`src/rtl/vga_timing_monitor.sv`:
```
// Receive-side VGA timing checker: recovers pixel/line position from an
// hs/vs/rgb stream, checks line/frame length and sync widths, reports lock,
// and samples one pixel at a run-time probe position.
module vga_timing_monitor #(
  parameter int unsigned H_TOTAL     = 800,
  parameter int unsigned H_SYNC      = 96,
  parameter int unsigned V_TOTAL     = 521,
  parameter int unsigned V_SYNC      = 2,
  parameter int unsigned LOCK_FRAMES = 2,
  localparam int unsigned CNT_W      = 10,
  localparam int unsigned RGB_W      = 8
) (
  input  logic             clk,
  input  logic             reset,
  input  logic             pix_en,
  input  logic             hs_in,
  input  logic             vs_in,
  input  logic [RGB_W-1:0] rgb_in,
  input  logic [CNT_W-1:0] probe_x,
  input  logic [CNT_W-1:0] probe_y,
  output logic [CNT_W-1:0] h_cnt,
  output logic [CNT_W-1:0] v_cnt,
  output logic             locked,
  output logic             err_line,
  output logic             err_frame,
  output logic             frame_done,
  output logic [RGB_W-1:0] probe_rgb,
  output logic             probe_valid
);

  localparam int unsigned      GOOD_W   = 4;
  localparam logic [CNT_W-1:0] CNT_MAX  = '1;
  localparam logic [CNT_W-1:0] CNT_PRE  = CNT_MAX - 1'b1;
  localparam logic [CNT_W-1:0] H_LAST   = CNT_W'(H_TOTAL - 1);
  localparam logic [CNT_W-1:0] V_LAST   = CNT_W'(V_TOTAL - 1);
  localparam logic [CNT_W-1:0] H_SYNC_L = CNT_W'(H_SYNC);
  localparam logic [CNT_W-1:0] V_SYNC_L = CNT_W'(V_SYNC);
  localparam logic [GOOD_W-1:0] LOCK_L  = GOOD_W'(LOCK_FRAMES);

  typedef enum logic [1:0] {
    SEARCH = 2'd0,
    WAIT_V = 2'd1,
    TRACK  = 2'd2,
    LOCKED = 2'd3
  } state_t;

  state_t            state, state_n;
  logic              hs_d, hs_d_n, vs_d, vs_d_n;
  logic [CNT_W-1:0]  h_cnt_n, v_cnt_n;
  logic [CNT_W-1:0]  hs_low, hs_low_n, vs_low, vs_low_n;
  logic [GOOD_W-1:0] good, good_n, good_inc;
  logic [RGB_W-1:0]  rgb_d, rgb_d_n, probe_rgb_n;
  logic              locked_n, err_line_n, err_frame_n, frame_done_n, probe_valid_n;
  logic              hs_fall, hs_rise, vs_fall, vs_rise;
  logic              tracking, line_err, frame_err, probe_hit;

  // Sync edges relative to the previous pixel sample
  assign hs_fall  = hs_d & ~hs_in;
  assign hs_rise  = ~hs_d & hs_in;
  assign vs_fall  = vs_d & ~vs_in;
  assign vs_rise  = ~vs_d & vs_in;
  assign tracking = (state == TRACK) | (state == LOCKED);
  assign good_inc = good + 1'b1;

  // Line errors: length at hs fall, width at hs rise, counter hitting saturation
  assign line_err = pix_en & (state != SEARCH) &
                    ((hs_fall & (h_cnt != H_LAST)) |
                     (hs_rise & (hs_low != H_SYNC_L)) |
                     (~hs_fall & (h_cnt == CNT_PRE)));

  // Frame errors: length at vs fall, width at vs rise, line counter saturation
  assign frame_err = pix_en & tracking &
                     ((vs_fall & (v_cnt != V_LAST)) |
                      (vs_rise & (vs_low != V_SYNC_L)) |
                      (hs_fall & ~vs_fall & (v_cnt == CNT_PRE)));

  // Probe matches on the pre-update position, i.e. the previously sampled pixel
  assign probe_hit = tracking & (h_cnt == probe_x) & (v_cnt == probe_y);

  // Next-state, counter and output logic
  always_comb begin
    state_n       = state;
    hs_d_n        = hs_d;
    vs_d_n        = vs_d;
    h_cnt_n       = h_cnt;
    v_cnt_n       = v_cnt;
    hs_low_n      = hs_low;
    vs_low_n      = vs_low;
    good_n        = good;
    rgb_d_n       = rgb_d;
    probe_rgb_n   = probe_rgb;
    locked_n      = locked;
    err_line_n    = 1'b0;
    err_frame_n   = 1'b0;
    frame_done_n  = 1'b0;
    probe_valid_n = 1'b0;
    if (pix_en) begin
      hs_d_n  = hs_in;
      vs_d_n  = vs_in;
      rgb_d_n = rgb_in;

      if (hs_fall) h_cnt_n = '0;
      else if (h_cnt != CNT_MAX) h_cnt_n = h_cnt + 1'b1;

      if (hs_fall) hs_low_n = CNT_W'(1);
      else if (!hs_in && hs_low != CNT_MAX) hs_low_n = hs_low + 1'b1;

      if (hs_fall) begin
        if (vs_fall) v_cnt_n = '0;
        else if (v_cnt != CNT_MAX) v_cnt_n = v_cnt + 1'b1;
      end

      if (vs_fall) vs_low_n = hs_fall ? CNT_W'(1) : '0;
      else if (hs_fall && !vs_in && vs_low != CNT_MAX) vs_low_n = vs_low + 1'b1;

      err_line_n   = line_err;
      err_frame_n  = frame_err;
      frame_done_n = tracking & vs_fall;
      if (probe_hit) begin
        probe_valid_n = 1'b1;
        probe_rgb_n   = rgb_d;
      end

      case (state)
        SEARCH: if (hs_fall) state_n = WAIT_V;
        WAIT_V: begin
          if (line_err) state_n = SEARCH;
          else if (vs_fall) begin
            state_n = TRACK;
            good_n  = '0;
          end
        end
        TRACK: begin
          if (line_err || frame_err) state_n = SEARCH;
          else if (vs_fall) begin
            good_n = good_inc;
            if (good_inc == LOCK_L) state_n = LOCKED;
          end
        end
        LOCKED: if (line_err || frame_err) state_n = SEARCH;
        default: state_n = SEARCH;
      endcase

      locked_n = (state_n == LOCKED);
    end
  end

  // State and output registers
  always_ff @(posedge clk or posedge reset) begin
    if (reset) begin
      state       <= SEARCH;
      hs_d        <= 1'b1;
      vs_d        <= 1'b1;
      h_cnt       <= '0;
      v_cnt       <= '0;
      hs_low      <= '0;
      vs_low      <= '0;
      good        <= '0;
      rgb_d       <= '0;
      probe_rgb   <= '0;
      locked      <= 1'b0;
      err_line    <= 1'b0;
      err_frame   <= 1'b0;
      frame_done  <= 1'b0;
      probe_valid <= 1'b0;
    end else begin
      state       <= state_n;
      hs_d        <= hs_d_n;
      vs_d        <= vs_d_n;
      h_cnt       <= h_cnt_n;
      v_cnt       <= v_cnt_n;
      hs_low      <= hs_low_n;
      vs_low      <= vs_low_n;
      good        <= good_n;
      rgb_d       <= rgb_d_n;
      probe_rgb   <= probe_rgb_n;
      locked      <= locked_n;
      err_line    <= err_line_n;
      err_frame   <= err_frame_n;
      frame_done  <= frame_done_n;
      probe_valid <= probe_valid_n;
    end
  end

endmodule

```
`config.mk`:
```
export PLATFORM = sky130hd
export DESIGN_NAME = vga_timing_monitor
export DESIGN_NICKNAME = d
export VERILOG_FILES = /design/src/rtl/vga_timing_monitor.sv
export SDC_FILE = /design/constraint.sdc
export NUM_CORES = 1
export LEC_CHECK = 0
export CAP_MARGIN = 40
export CORE_AREA = 4 4 91 93
export DETAILED_ROUTE_END_ITERATION = 12
export DIE_AREA = 0 0 95 97
export GPL_TIMING_DRIVEN = 0
export PLACE_DENSITY = 0.81
export SLEW_MARGIN = 10
export SYNTH_ARGS = -nofsm -noshare
export SYNTH_HDL_FRONTEND = slang
export SYNTH_SLANG_ARGS = --single-unit
```
`constraint.sdc`:
```
create_clock -name clk -period 2.6 [get_ports clk]
set_clock_uncertainty 0.15 [all_clocks]
set_input_delay 0.26 -clock clk [delete_from_list [all_inputs] [get_ports clk]]
set_output_delay 0.26 -clock clk [all_outputs]
set_load 0.02 [all_outputs]
```
==> summary.md, run 1 <==
| Metric | Value |
|---|---|
| Via density per instance | 5.73 |
| Startpoint types | register |
| Post-CTS Resized | 0 |
| First-pass iteration count of the detailed router | 5 |
| EDFF count, synth | 0 |
| Final WL | 9230 microns |
| Fin. max-slew vios | 0 |
| Final Hold Fails | 0 |
| Wirelength per Cell | 16.0 microns |
| GRT Resource Usage Total | 21.1% |
| # DRC | 0 |
| Rel. slew slack | 52.6% |
| Vias | 3,310 |
| Tcrit/Tclk final | 96.8% |
| Die H | 97 microns |
| H-Tree Level Count | 3 |
| Largest net degree at the start of global routing | 52 |
| Initial core utilization | 52.4% |
| Post-Syn Instances | 395 |
| Cell Pwr Density | 622 nW/um^2 |
| Leak | 2.12 nW |
| Crit Path Max Fanout | 8 |
| IO buf count | 64 |
| Die Wd | 95 microns |
| Synthesized cell area | 3950 sq um |
| Ys async rst share | 100% |
| Slowest cell delay on critical path | 0.64 ns |
| Antenna violations before repair | 0 |
| Mapped Nets | 439 |
| CORE AREA | 7530 sq um |
| Critical path class | register to register |
| Final setup viols | 0 |
| Number of nets with antenna violations after routing | 0 |
| Status | finished, final reports clean |
| Critical path's slowest cell | nor4_4 |
| Num rows | 32 |
| Antenna diodes | 0 |
| Post-synth top area share | 42.5% |
| CP endpoint kind | register |
| Worst VDD drop | 0.334 mV |
| Seq/Total Area, Yosys | 43.8% |
| Share of post-route cells with drive strength above 1 | 12.6% |
| Avg Cell Area, Syn | 9.99 sq um |
| Clock Pin Slew Worst Setup and Hold Paths | 0.08 ns |
| Post-DP HPWL | 6760 microns |
| Total I/O pin count | 66 |
| Max Cap Viol | 0 |
| Yosys reg bits | 69 |
| P&R area growth vs syn | 25.6% |
| CTS tree | done |
| Clock sink count | 69 |
| Worst path arrival time | 2.59 ns |
| # fillers | 602 |
| Post-synth top area cell | dfrtp_1 |
| Postcts setup bufs | 0 |
| Total number of yosys warnings | 0 |
| Die area | 9220 sq um |
| First-pass GRT wire length | 15,700 microns |
| Pre-CTS setup slack | -0.190 ns |
| GPL Wtd Cong | 0.865 |
| Top post-synthesis cells by area | dfrtp_1 42%, xor2_1 5.8%, mux2_2 5.1% |
| Nets | 515 |
| Clk root buf | clkbuf_8 |
| Total CTS buffers | 9 |
| Critical path, cell by cell | xor2_1, nor4_1, nand4_1, nor4_4, mux2_2 |
| Drt initial violations | 226 |
| Ys flop type | dfrtp_1 |
| RSZ-0062 raised after global routing | no |
| Post-synthesis cell type count | 65 |
| Worst Tran Pin Value | 0.705 ns |
| Hold Slack | 0.0482 ns |
| Worst setup margin | 0.0836 ns |
| Final Critical Period | 2.52 ns |
| Clk buf depth | 2 |
| Max Fclk | 397 MHz |
| Worst-Skew Late Latency | 0.35 ns |
| Residual overflow from global routing | 0 |
| Tightest Hold Check Type | input port to asynchronous set/reset pin |
| Hold Buf Count CTS | 0 |
| WP data required | 2.68 ns |
| Vias in the first global route | 3,353 |
[cell type report]
| cell class | instances | area, sq um | area share [%] |
|---|---|---|---|
| Buffer | 19 | 95.1 | 1.92 |
| Clock buffer | 10 | 138 | 2.78 |
| Clock inverter | 6 | 68.8 | 1.39 |
| Inverter | 13 | 51.3 | 1.03 |
| Multi-Input combinational cell | 294 | 2080 | 42.0 |
| Sequential cell | 69 | 1730 | 34.9 |
| Tap cell | 102 | 128 | 2.57 |
| Timing Repair Buffer | 65 | 668 | 13.5 |
[critical path, delay by kind of cell (launching register included)]
family	cells	cell delay (ns)
and+or+nand+nor	3	1.13
xor gates and xnor gates	1	0.23
DFF	1	0.48
muxes	1	0.41
[kinds of logic after synthesis]
kind of cell	Yosys count	synth area share [%]
mux	19	5.39
compound gates	60	10.5
simple gates	161	23.6
fa+ha+maj	11	3.49
flops	69	43.8
xor+xnor	43	9.54
buf+inv	32	3.61
[per-stage QoR]
step	TNS (ns)	power (mW)	util, %	cell area [sq um]	std cells
after floorplan	0	1.86	-	3950	395
after global placement	-47.17	2.15	62.6	4720	561
after detailed placement	-1.72	2.19	63.0	4750	562
after CTS	0	3.10	65.8	4950	578
after global routing	0	3.28	65.9	4960	578
final	0	3.09	65.9	4960	578
[registers in the layout (all words and copies together) (netlist names)]
| signal | count |
|---|---|
| err_line | 1 |
| probe_valid | 1 |
| h_cnt | 10 |
| frame_done | 1 |
| probe_rgb | 8 |
| locked | 1 |
| rgb_d | 8 |
| good | 4 |
| hs_low | 10 |
| hs_d | 1 |
| err_frame | 1 |
| state | 2 |
| v_cnt | 10 |
| vs_low | 10 |
| vs_d | 1 |
[cell usage after synthesis, drive strengths merged (11+ instances only)]
master / count
dfrtp: 67
nor2: 34
xor2: 26
o21ai: 19
mux2: 18
nand2: 18
nand4: 17
xnor2: 17
nor3: 15
nand3: 14
inv: 13
ha: 11
[report_power, final]
part / leakage, nW / internal, mW / total (mW) / switching, mW
sequential: 0.915 / 1.19 / 1.34 / 0.149
combinational: 1.10 / 0.371 / 0.827 / 0.456
clock: 0.104 / 0.478 / 0.915 / 0.437
total: 2.12 / 2.04 / 3.09 / 1.04
[worst paths after layout]
check	start	endpoint	slack [ns]	cells past startpoint
setup / recovery	v_cnt[4]$_DFFE_PP0P_	probe_rgb[7]$_DFFE_PP0P_	0.08	5
hold / removal	reset	probe_rgb[5]$_DFFE_PP0P_	0.05	2
setup reg to reg	v_cnt[4]$_DFFE_PP0P_	probe_rgb[7]$_DFFE_PP0P_	0.08	5
hold reg to reg	rgb_d[1]$_DFFE_PP0P_	probe_rgb[1]$_DFFE_PP0P_	0.36	1
max in group asynchronous	reset	hs_d$_DFFE_PP1P_	1.68	3
min in group clk	pix_en	rgb_d[6]$_DFFE_PP0P_	0.17	2
[placed cells by master, fill, tap and decap left out, drive strengths merged, types with 4 or more instances in the layout]
cell type | Yosys | routed
nor4b | 4 | 4
nor2 | 34 | 34
inv | 13 | 16
nand2b | 8 | 8
or4 | 4 | 4
and3 | 10 | 10
dfrtp | 67 | 67
buf | 10 | 11
and4 | 6 | 6
xor2 | 26 | 26
a21oi | 8 | 8
o21ai | 19 | 19
ha | 11 | 11
nand2 | 18 | 18
nand3 | 14 | 14
nand4 | 17 | 17
clkbuf | 9 | 19
nor3 | 15 | 15
a211oi | 4 | 4
xnor2 | 17 | 17
mux2 | 18 | 18
clkdlybuf4s50 | 0 | 64
nor4 | 10 | 10
[per-layer routing]
| layer | track usage, % | wire length, microns | part of all wire (%) | vias up |
|---|---|---|---|---|
| met5 | 0 | 0 | 0 | - |
| met4 | 7.44 | 140 | 1.5 | 0 |
| met3 | 3.58 | 600 | 6.5 | 13 |
| met2 | 34.8 | 4450 | 48 | 108 |
| met1 | 27.7 | 4040 | 44 | 1594 |
| li1 | - | - | - | 1595 |
No activity file was read; power rests on OpenSTA's default activity.
==> inputs of run 2 (changes only) <==
- CTS_CLUSTER_DIAMETER: unset -> 30
==> results of run 2 <==
No change in the layout: final DEF, timing and power equal those of run 1.
==> inputs of run 3 (changes only) <==
- ABC_AREA: unset -> 0
==> results of run 3 <==
No change in the layout: final DEF, timing and power equal those of run 1.
